<file path="config.mk">
export PLATFORM = sky130hd
export DESIGN_NAME = aresetn_sequencer
export DESIGN_NICKNAME = d
export VERILOG_FILES = /design/src/rtl/aresetn_sequencer.sv
export SDC_FILE = /design/constraint.sdc
export NUM_CORES = 1
export LEC_CHECK = 0
export BUFFER_PORTS_ARGS = -buffer_cell sky130_fd_sc_hd__buf_2
export CELL_PAD_IN_SITES_DETAIL_PLACEMENT = 1
export CELL_PAD_IN_SITES_GLOBAL_PLACEMENT = 2
export CORE_MARGIN = 5
export CORE_UTILIZATION = 36
export CTS_CLUSTER_SIZE = 24
export DETAILED_ROUTE_END_ITERATION = 12
export GPL_TIMING_DRIVEN = 0
export PLACE_DENSITY_LB_ADDON = 0.1
export SYNTH_ARGS = -nofsm -noshare
export SYNTH_HDL_FRONTEND = slang
export SYNTH_SLANG_ARGS = --single-unit
export TNS_END_PERCENT = 50
</file>
<file path="constraint.sdc">
create_clock -name aclk -period 3.5 [get_ports aclk]
set_input_delay 0.175 -clock aclk [delete_from_list [all_inputs] [get_ports aclk]]
set_output_delay 0.175 -clock aclk [all_outputs]
set_load 0.005 [all_outputs]
</file>
<file path="src/rtl/aresetn_sequencer.sv">
`default_nettype none
// ============================================================================
//  Module      : aresetn_sequencer
//  Description : Staged active-low reset release. All NUM_STAGES outputs are
//                held low for HOLD_CYCLES after a reset event (aresetn low or
//                soft_reset high). Stages are then released in order 0..N-1.
//                Each release waits for the previous stage's ready flag (or a
//                timeout) plus a fixed STAGE_DELAY gap.
//  Ports       : aclk          - single clock
//                aresetn       - synchronous active-low reset
//                soft_reset    - synchronous, high re-runs the whole sequence
//                stage_ready   - per-stage ready/locked/calibrated flags
//                stage_aresetn - staged active-low resets (registered)
//                busy          - high while any stage is held or sequencing
//                done          - 1-cycle pulse once the last stage is ready
//                timeout       - sticky per-stage ready-timeout flags
//  Revision    : 1.0 - initial release
// ============================================================================
module aresetn_sequencer #(
    parameter int NUM_STAGES    = 3,
    parameter int HOLD_CYCLES   = 16,
    parameter int STAGE_DELAY   = 8,
    parameter int READY_TIMEOUT = 1024
) (
    input  logic                  aclk,
    input  logic                  aresetn,
    input  logic                  soft_reset,
    input  logic [NUM_STAGES-1:0] stage_ready,
    output logic [NUM_STAGES-1:0] stage_aresetn,
    output logic                  busy,
    output logic                  done,
    output logic [NUM_STAGES-1:0] timeout
);

    localparam int c_max_hd  = (HOLD_CYCLES > STAGE_DELAY) ? HOLD_CYCLES : STAGE_DELAY;
    localparam int c_cnt_max = (c_max_hd > READY_TIMEOUT) ? c_max_hd : READY_TIMEOUT;
    localparam int c_cnt_w   = $clog2(c_cnt_max + 1);
    localparam int c_k_w     = (NUM_STAGES > 1) ? $clog2(NUM_STAGES) : 1;

    // Terminal counts: the counter is cleared on entry to a state, so the
    // event at entry+N happens when the counter reads N-1.
    localparam logic [c_cnt_w-1:0] c_hold_last    = c_cnt_w'(HOLD_CYCLES - 1);
    localparam logic [c_cnt_w-1:0] c_delay_last   = c_cnt_w'((STAGE_DELAY > 0) ? STAGE_DELAY - 1 : 0);
    localparam logic [c_cnt_w-1:0] c_timeout_last = c_cnt_w'((READY_TIMEOUT > 0) ? READY_TIMEOUT - 1 : 0);
    localparam logic [c_k_w-1:0]   c_k_last       = c_k_w'(NUM_STAGES - 1);

    typedef enum logic [1:0] {
        ST_HOLD  = 2'd0,
        ST_WAIT  = 2'd1,
        ST_DELAY = 2'd2,
        ST_RUN   = 2'd3
    } state_t;

    state_t                r_state;
    logic [c_cnt_w-1:0]    r_cnt;
    logic [c_k_w-1:0]      r_k;

    state_t                w_state_nxt;
    logic [c_cnt_w-1:0]    w_cnt_nxt;
    logic [c_k_w-1:0]      w_k_nxt;
    logic [c_k_w-1:0]      w_k_inc;
    logic [NUM_STAGES-1:0] w_stage_nxt;
    logic                  w_busy_nxt;
    logic                  w_done_nxt;
    logic [NUM_STAGES-1:0] w_timeout_nxt;
    logic                  w_ready_k;
    logic                  w_advance;
    logic                  w_release_next;

    assign w_k_inc = r_k + c_k_w'(1);

    always_comb begin
        w_state_nxt    = r_state;
        w_cnt_nxt      = r_cnt;
        w_k_nxt        = r_k;
        w_stage_nxt    = stage_aresetn;
        w_busy_nxt     = busy;
        w_done_nxt     = 1'b0;
        w_timeout_nxt  = timeout;
        w_ready_k      = 1'b0;
        w_advance      = 1'b0;
        w_release_next = 1'b0;

        for (int i = 0; i < NUM_STAGES; i++) begin
            if (c_k_w'(i) == r_k) begin
                w_ready_k = stage_ready[i];
            end
        end

        case (r_state)
            ST_HOLD: begin
                if (r_cnt == c_hold_last) begin
                    w_stage_nxt[0] = 1'b1;
                    w_k_nxt        = '0;
                    w_cnt_nxt      = '0;
                    w_state_nxt    = ST_WAIT;
                end else begin
                    w_cnt_nxt = r_cnt + c_cnt_w'(1);
                end
            end

            ST_WAIT: begin
                if (w_ready_k) begin
                    w_advance = 1'b1;
                end else if ((READY_TIMEOUT != 0) && (r_cnt == c_timeout_last)) begin
                    // A timeout is treated exactly like a late ready.
                    w_advance = 1'b1;
                    for (int i = 0; i < NUM_STAGES; i++) begin
                        if (c_k_w'(i) == r_k) begin
                            w_timeout_nxt[i] = 1'b1;
                        end
                    end
                end else if (READY_TIMEOUT != 0) begin
                    // With no timeout the counter is left idle so it never wraps.
                    w_cnt_nxt = r_cnt + c_cnt_w'(1);
                end

                if (w_advance) begin
                    w_cnt_nxt = '0;
                    if (r_k == c_k_last) begin
                        w_state_nxt = ST_RUN;
                        w_busy_nxt  = 1'b0;
                        w_done_nxt  = 1'b1;
                    end else if (STAGE_DELAY == 0) begin
                        w_release_next = 1'b1;
                    end else begin
                        w_state_nxt = ST_DELAY;
                    end
                end
            end

            ST_DELAY: begin
                if (r_cnt == c_delay_last) begin
                    w_release_next = 1'b1;
                    w_cnt_nxt      = '0;
                end else begin
                    w_cnt_nxt = r_cnt + c_cnt_w'(1);
                end
            end

            ST_RUN: begin
                // Terminal: ready drops are ignored until the next reset event.
            end

            default: begin
                w_state_nxt = ST_HOLD;
                w_cnt_nxt   = '0;
            end
        endcase

        if (w_release_next) begin
            for (int i = 0; i < NUM_STAGES; i++) begin
                if (c_k_w'(i) == w_k_inc) begin
                    w_stage_nxt[i] = 1'b1;
                end
            end
            w_k_nxt     = w_k_inc;
            w_state_nxt = ST_WAIT;
        end
    end

    always_ff @(posedge aclk) begin
        if (!aresetn || soft_reset) begin
            r_state       <= ST_HOLD;
            r_cnt         <= '0;
            r_k           <= '0;
            stage_aresetn <= '0;
            busy          <= 1'b1;
            done          <= 1'b0;
            timeout       <= '0;
        end else begin
            r_state       <= w_state_nxt;
            r_cnt         <= w_cnt_nxt;
            r_k           <= w_k_nxt;
            stage_aresetn <= w_stage_nxt;
            busy          <= w_busy_nxt;
            done          <= w_done_nxt;
            timeout       <= w_timeout_nxt;
        end
    end

endmodule
`default_nettype wire
</file>
==> results of run 1 <==
worst max path at each step:
| stage | startpoint | to | slack [ns] | cells after the start |
|---|---|---|---|---|
| detailed placement | r_k[0]$_SDFFE_PP0P_ | r_cnt[8]$_SDFFE_PP0P_ | 1.05 | 8 |
| global route | r_cnt[0]$_SDFFE_PP0P_ | r_state[1]$_SDFFE_PP0P_ | 0.88 | 5 |
| CTS | r_k[0]$_SDFFE_PP0P_ | r_cnt[8]$_SDFFE_PP0P_ | 1.02 | 8 |
| finish | r_k[0]$_SDFFE_PP0P_ | r_cnt[8]$_SDFFE_PP0P_ | 1.04 | 8 |
| floorplan | r_k[0]$_SDFFE_PP0P_ | r_cnt[7]$_SDFFE_PP0P_ | 1.24 | 8 |
| global placement | r_k[0]$_SDFFE_PP0P_ | r_cnt[6]$_SDFFE_PP0P_ | 1.08 | 8 |
sequential cells by signal, summed over array words and instances, names as in the netlist:
name and flops:
r_cnt 11, stage_aresetn 3, timeout 3, r_k 2, r_state 2, busy 1
done 1
critical path, delay by kind of cell, from the launching register on:
| family | cells | cell delay (ns) |
|---|---|---|
| flip-flops | 1 | 0.44 |
| AND/OR/NAND/NOR | 2 | 0.68 |
| buffers and inverters | 2 | 0.26 |
| AO/OA/AOI/OAI | 3 | 0.78 |
| adder cells (fa/ha/maj) | 1 | 0.24 |
kinds of logic (layout without fill, tap and decap cells):
group                    Yosys count  in the layout  share of synthesized area (%)
AO/OA/AOI/OAI                     26             26                          16.08
adder cells (fa/ha/maj)           10             10                          9.804
multiplexers                       1              1                         0.7843
AND/OR/NAND/NOR                   59             59                          27.06
XOR/XNOR                           9              9                          6.176
flip-flops                        23             23                          36.08
buffers and inverters             11             28                          4.020
power groups by stage:
stage / clock [W] / sequential (W) / combinational (W)
6_report: 0.000127 / 0.000265 / 0.0000154
3_3_place_gp: 0 / 0.000271 / 0.0000156
2_1_floorplan: 0 / 0.000270 / 0.0000106
3_5_place_dp: 0 / 0.000271 / 0.0000160
4_1_cts: 0.000134 / 0.000265 / 0.0000158
5_1_grt: 0.000143 / 0.000265 / 0.0000171
cell usage in the layout (no fill, tap or decap), types with 3 or more instances in the layout:
cell and n:
xnor2_1 4, a21oi_1 6, ha_1 10, nand3_1 3, nand2_1 15, dfxtp_1 23
o21ai_2 10, xor2_1 5, clkbuf_4 3, nor3_1 3, nor2_1 14, nand4_1 5
nand2b_1 4, inv_1 7, buf_2 15, nor2b_1 3
stage by stage:
stage          setup WS (ns)  utilization (%)  instance area [sq um]
2_1_floorplan          1.241                -                   1276
3_3_place_gp           1.077            41.27                   1399
3_5_place_dp           1.045            41.27                   1399
4_1_cts                1.020            42.05                   1425
5_1_grt               0.8836            42.05                   1425
6_report               1.045            42.05                   1425
metal layers:
| layer | vias to the layer above | part of all wire [%] | track usage (%) |
|---|---|---|---|
| li1 | 525 | - | - |
| met1 | 523 | 49 | 16.86 |
| met2 | 7 | 48 | 21.72 |
| met3 | 4 | 1.9 | 2.609 |
| met4 | 0 | 1.4 | 5.206 |
| met5 | - | 0 | 0 |
Yosys cell counts:
| cell | instances | area (sq um) |
|---|---|---|
| buf_2 | 2 | 10.01 |
| mux2i_1 | 1 | 10.01 |
| nand4_1 | 5 | 31.28 |
| o41ai_1 | 1 | 8.760 |
| nand3_1 | 3 | 15.01 |
| o21ai_2 | 10 | 87.58 |
| or4_4 | 1 | 11.26 |
| xor2_1 | 5 | 43.79 |
| and3b_1 | 2 | 17.52 |
| and2_2 | 1 | 7.510 |
| dfxtp_1 | 23 | 460.4 |
| nor2_1 | 14 | 52.55 |
| a211oi_1 | 2 | 15.01 |
| nand2b_1 | 4 | 25.02 |
| ha_1 | 10 | 125.1 |
| a21o_1 | 1 | 7.510 |
| nand2_1 | 15 | 56.30 |
| o211a_1 | 1 | 10.01 |
| buf_6 | 1 | 11.26 |
| or4_2 | 1 | 8.760 |
| and4_1 | 1 | 8.760 |
| a21oi_1 | 6 | 30.03 |
| o32a_1 | 1 | 10.01 |
| clkbuf_1 | 1 | 3.750 |
| nor4_4 | 2 | 42.54 |
| a2111oi_2 | 1 | 15.01 |
| nor4b_1 | 1 | 8.760 |
| or3_1 | 1 | 6.260 |
| xnor2_1 | 4 | 35.03 |
| inv_1 | 7 | 26.28 |
| and3_1 | 1 | 6.260 |
| nor2b_1 | 3 | 18.77 |
| o22ai_1 | 1 | 6.260 |
| o21bai_1 | 1 | 7.510 |
| a22oi_1 | 1 | 7.510 |
| or4b_4 | 1 | 13.76 |
| nor3_1 | 3 | 15.01 |
area by class of cell:
type	count	area (sq um)	share of cell area [%]
multi-input cells	105	764.5	53.64
repair buffers	13	65.06	4.565
plain buffers	4	25.02	1.756
clock buffers	4	26.28	1.844
well taps	46	57.56	4.039
inverters	7	26.28	1.844
flip-flops and latches	23	460.4	32.31
==> run summary, run 1 <==
outcome - complete, no violations
total track usage - 13.21%
Synth Register Bits - 23
Initial DRC Count - 31
crit path capture type - register
worst r2r src - r_k[0]$_SDFFE_PP0P_
chip width - 69.54 um
GPL Wtd Cong - 0.7043
startpoint types - register
Peak VDD IR - 0.1118 mV
Comb pwr share - 3.8%
Distinct cells, synth - 37
CP max-delay cell - or4_4
skew final - 0.004159 ns
initial antenna violation count - 0
max-cap violations - 0
Pleak - 0.5226 nW
port buffer count - 13
synthesized area - 1276 sq um
slowest cell delay on critical path - 0.51 ns
DR vias - 1059
Die ar. - 4836 sq um
TNS Setup - 0 ns
total CTS buffers - 3
Syn. warnings - 0
total core area - 3390 sq um
post-CTS setup buffers - 0
detailed-route wire length - 2866 um
Tmin final - 2.455 ns
sequential share of power - 65.1%
R2R depth - 8
Final Cycle Share - 70.15%
DP Wirelength - 2257 um
layout cells sized above 1 - 23.08%
worst min path class - input port to register
R2R Setup Slk - 1.04 ns
Fmax - 407.3 MHz
post-CTS resize count - 0
Pint - 0.0003139 W
wire per inst - 14.19 um
Worst slew margin - 51.09%
DRT antenna net count - 0
unrepaired setup endpoints after global routing - false
# setup viols final - 0
CTS root buffer - clkbuf_4
Crit Path Class - register to register
Power Density - 285.9 nW/um^2
die height - 69.54 um
hold depth - 3
worst-skew pair later-pin latency - 0.32 ns
worst hold margin - 0.1712 ns
Slew Limit Fails - 0
iteration count of the initial detailed-routing pass - 4
power share of the clock group - 31.1%
# hold bufs at CTS - 0
grt ovf - 0
placed cell count - 198
htree depth - 1
largest net degree at the start of global routing - 13
worst-path maximum fanout - 10
first-pass GRT wire length - 5244 um
Initial Utilization - 37.65%
IO Count - 14
num rows - 21
Post-route DRC - 0
vias in the first global route - 1119
Crit Reg-Reg Endpoint - r_cnt[8]$_SDFFE_PP0P_
worst hold start - stage_ready[2]
crit-path cells - inv_1 > ha_1 > and3b_1 > o32a_1 > o211a_1 > or4_4 > buf_6 > o21ai_2
clock sink count - 23
Min-Delay Endpoint - done$_SDFF_PP0_
Mapped Nets - 155
DR vias/cell - 5.243
Synth-to-Final Area Change - 11.67%
Critical Path RT - 3.76 ns
ant diodes - 0
Crit path arrival time - 2.72 ns
Non-Filler Instances - 202
Seq/Total Area, Yosys - 36.08%
clk buf depth - 2
Synth Instances - 139
Avg Cell Area, Syn - 9.181 sq um
Filler cells - 417
sw power - 0.00009356 W
Final #Nets - 173
slew of the pin with the lowest slew margin - 0.7234 ns
Final Hold Viols - 0
Design Power - 0.0004075 W
Sw Share - 22.96%
TritonCTS clock tree - built
clk slew on worst S/H paths - 0.13 ns
Power figures use the tool's default switching activity.
==> inputs of run 2 (changes only) <==
--- a/config.mk
+++ b/config.mk
@@ -5,11 +5,12 @@
 export SDC_FILE = /design/constraint.sdc
 export NUM_CORES = 1
 export LEC_CHECK = 0
+export ABC_AREA = 1
 export BUFFER_PORTS_ARGS = -buffer_cell sky130_fd_sc_hd__buf_2
 export CELL_PAD_IN_SITES_DETAIL_PLACEMENT = 1
 export CELL_PAD_IN_SITES_GLOBAL_PLACEMENT = 2
 export CORE_MARGIN = 5
-export CORE_UTILIZATION = 36
+export CORE_UTILIZATION = 29
 export CTS_CLUSTER_SIZE = 24
 export DETAILED_ROUTE_END_ITERATION = 12
 export GPL_TIMING_DRIVEN = 0
==> constraint.sdc (replaced) <==
create_clock -name aclk -period 2 [get_ports aclk]
set_input_delay 0.1 -clock aclk [delete_from_list [all_inputs] [get_ports aclk]]
set_output_delay 0.1 -clock aclk [all_outputs]
set_load 0.005 [all_outputs]
==> run 2 against run 1 <==
Sequential power rose by 74%; largest power group unchanged; clock-buffer cell count fell by 1; routed wire length increased by 26%; clock skew increased by 0.0011 ns; synthesized area rose by 9.4%; core utilization shrank 8.5 points; first-iteration DRC count unchanged; design area rose by 11%; worst setup slack worse by 0.83 ns; via count grew 22%; sequential share of layout area is 3.1 points lower; combinational power grew 66%.
==> run summary, run 2 <==
outcome - complete, no violations
GPL Wtd Cong - 0.8298
max reg flops - 11
post-CTS setup buffers - 0
port buffer count - 13
largest net degree at the start of global routing - 14
htree depth - 1
Pleak - 0.6066 nW
initial antenna violation count - 0
clock sink count - 23
Post-synth top cells - 56 x nand2_1, 24 x nor2_1, 23 x dfxtp_1
TritonCTS clock tree - built
Critical Path Source - r_cnt[0]$_SDFFE_PP0P_
Final #Nets - 235
Mapped Nets - 217
worst-skew pair later-pin latency - 0.28 ns
slowest cell delay on critical path - 0.45 ns
Tmin final - 1.783 ns
Util after Layout - 33.57%
Synth Register Bits - 23
worst min path class - input port to register
DRT antenna net count - 0
Reg with most FFs - r_cnt
TNS Setup - 0 ns
unrepaired setup endpoints after global routing - false
Crit path arrival time - 1.93 ns
Peak VDD IR - 0.2295 mV
crit path capture type - register
CP bufs+invs - 2
startpoint types - register
layout cells sized above 1 - 16.51%
die height - 79.39 um
DR vias - 1293
Avg Cell Area, Syn - 6.947 sq um
Initial DRC Count - 31
Critical Path RT - 2.15 ns
Synth-to-Final Area Change - 12.81%
CP max-delay cell - dfxtp_1
Synth Instances - 201
top flop regs - r_cnt x11, stage_aresetn x3, timeout x3
# hold bufs at CTS - 0
ant diodes - 0
commonest non-fill, non-tap cell in the layout - nand2_1
Post-synth EDFFs - 0
worst r2r src - r_cnt[0]$_SDFFE_PP0P_
cell area after layout - 1575 sq um
skew final - 0.005223 ns
post-synth top area share - 32.97%
Fmax - 560.9 MHz
clk buf depth - 2
vias in the first global route - 1395
global routing's busiest layer - met2
max-cap violations - 0
worst-path maximum fanout - 10
Die ar. - 6303 sq um
Syn. warnings - 0
most frequent cells in the layout - 56 x nand2_1, 24 x nor2_1, 23 x dfxtp_1, 21 x inv_1, 19 x a21oi_1
met3 track demand over resource - 2.370%
Crit Path Class - register to register
Power Density - 511.2 nW/um^2
Post-DP Area - 1529 sq um
IO Count - 14
top area cells in the synthesized netlist - dfxtp_1 33%, nand2_1 15%, ha_1 9.0%
# setup viols final - 0
num rows - 25
most frequent cell after synthesis - nand2_1
CP top delay family - simple AND/OR/NAND/NOR gates
total CTS buffers - 3
total core area - 4692 sq um
Initial Utilization - 29.76%
first-pass GRT wire length - 6251 um
top_reg_cell synth - dfxtp_1
Post-route DRC - 0
Final Cycle Share - 89.13%
Distinct cells, synth - 28
wire per inst - 13.23 um
synthesized area - 1396 sq um
DR vias/cell - 4.754
worst hold start - soft_reset
clk slew on worst S/H paths - 0.10 ns
slew of the pin with the lowest slew margin - 0.4897 ns
detailed-route wire length - 3598 um
post-CTS resize count - 0
iteration count of the initial detailed-routing pass - 4
DP Wirelength - 2865 um
Synth area leader - dfxtp_1
chip width - 79.39 um
CTS root buffer - clkbuf_8
total track usage - 12.62%
grt ovf - 0
GR Util met2 - 24.41%
Seq/Total Area, Yosys - 32.97%
crit-path most repeated cell - nand2_1
crit-path cells - ha_1 > nand2_2 > inv_1 > nand2_1 > nor2_2 > nand2_1 > nand2_1 > nand3_2 > buf_6 > nand2_1 > a21oi_1
fraction of registers with async set or reset after synthesis - 0%
Slew Limit Fails - 0
met1 usage - 13.58%
Final Hold Viols - 0
Worst slew margin - 67.35%
run 2: cell types whose count changed after synthesis, sizes merged, moves of 3 or more:
cell and change:
o21ai -9, nor2b -3, inv +15, nand3 +13
a21oi +14, nand2b -4, nor2 +15, nand2 +42
run 2: routing by layer:
layer	vias up	share of wire, %
li1	667	-
met1	609	45
met2	12	52
met3	5	2.2
met4	0	1.4
met5	-	0
run 2: path summary, 6_finish.rpt:
| check | endpoint | slack [ns] | depth (start not counted) |
|---|---|---|---|
| setup / recovery | r_cnt[6]$_SDFFE_PP0P_ | 0.22 | 11 |
| hold / removal | r_state[0]$_SDFFE_PP0P_ | 0.09 | 4 |
| setup reg to reg | r_cnt[6]$_SDFFE_PP0P_ | 0.22 | 11 |
| hold reg to reg | timeout[1]$_SDFFE_PP0P_ | 0.45 | 2 |
run 2: area by class of cell:
type,count,area (sq um)
clock buffers,3,41.29
clock inverters,1,5.005
multi-input cells,149,807.0
inverters,23,86.33
repair buffers,13,65.06
flip-flops and latches,23,460.4
fillers,613,3117
well taps,54,67.56
plain buffers,6,42.54
run 2: cells by family after synthesis:
family                     after synthesis  synth area share (%)
AOI/OAI and AO/OA                       26                 10.48
xor gates and xnor gates                 6                 3.763
adders and majority gates               10                 8.961
buffers and inverters                   29                 9.229
DFF                                     23                 32.97
and+or+nand+nor                        107                 34.59
run 2: through the flow:
step	hold slack, ns	power [W]	instances	worst slack (ns)
floorplan	0.2647	0.0004878	201	0.4901
global placement	0.3918	0.0004979	268	0.2635
detailed placement	0.3954	0.0004998	268	0.2149
CTS	0.09156	0.0008217	272	0.1915
global route	0.1047	0.0008434	272	0.01848
finish	0.08581	0.0008052	272	0.2173
run 2: report_power, final:
part	internal (W)	total, W	switching [W]
Combinational	0.00000937	0.0000256	0.0000163
Clock	0.000140	0.000317	0.000177
Sequential	0.000460	0.000462	0.00000277
run 2: worst register-to-register path: stages, from the launching register on:
cell and delay [ns]:
dfxtp_1 0.45, ha_1 0.36, nand2_2 0.10, inv_1 0.06, nand2_1 0.05, nor2_2 0.12
nand2_1 0.07, nand2_1 0.08, nand3_2 0.10, buf_6 0.16, nand2_1 0.06, a21oi_1 0.06
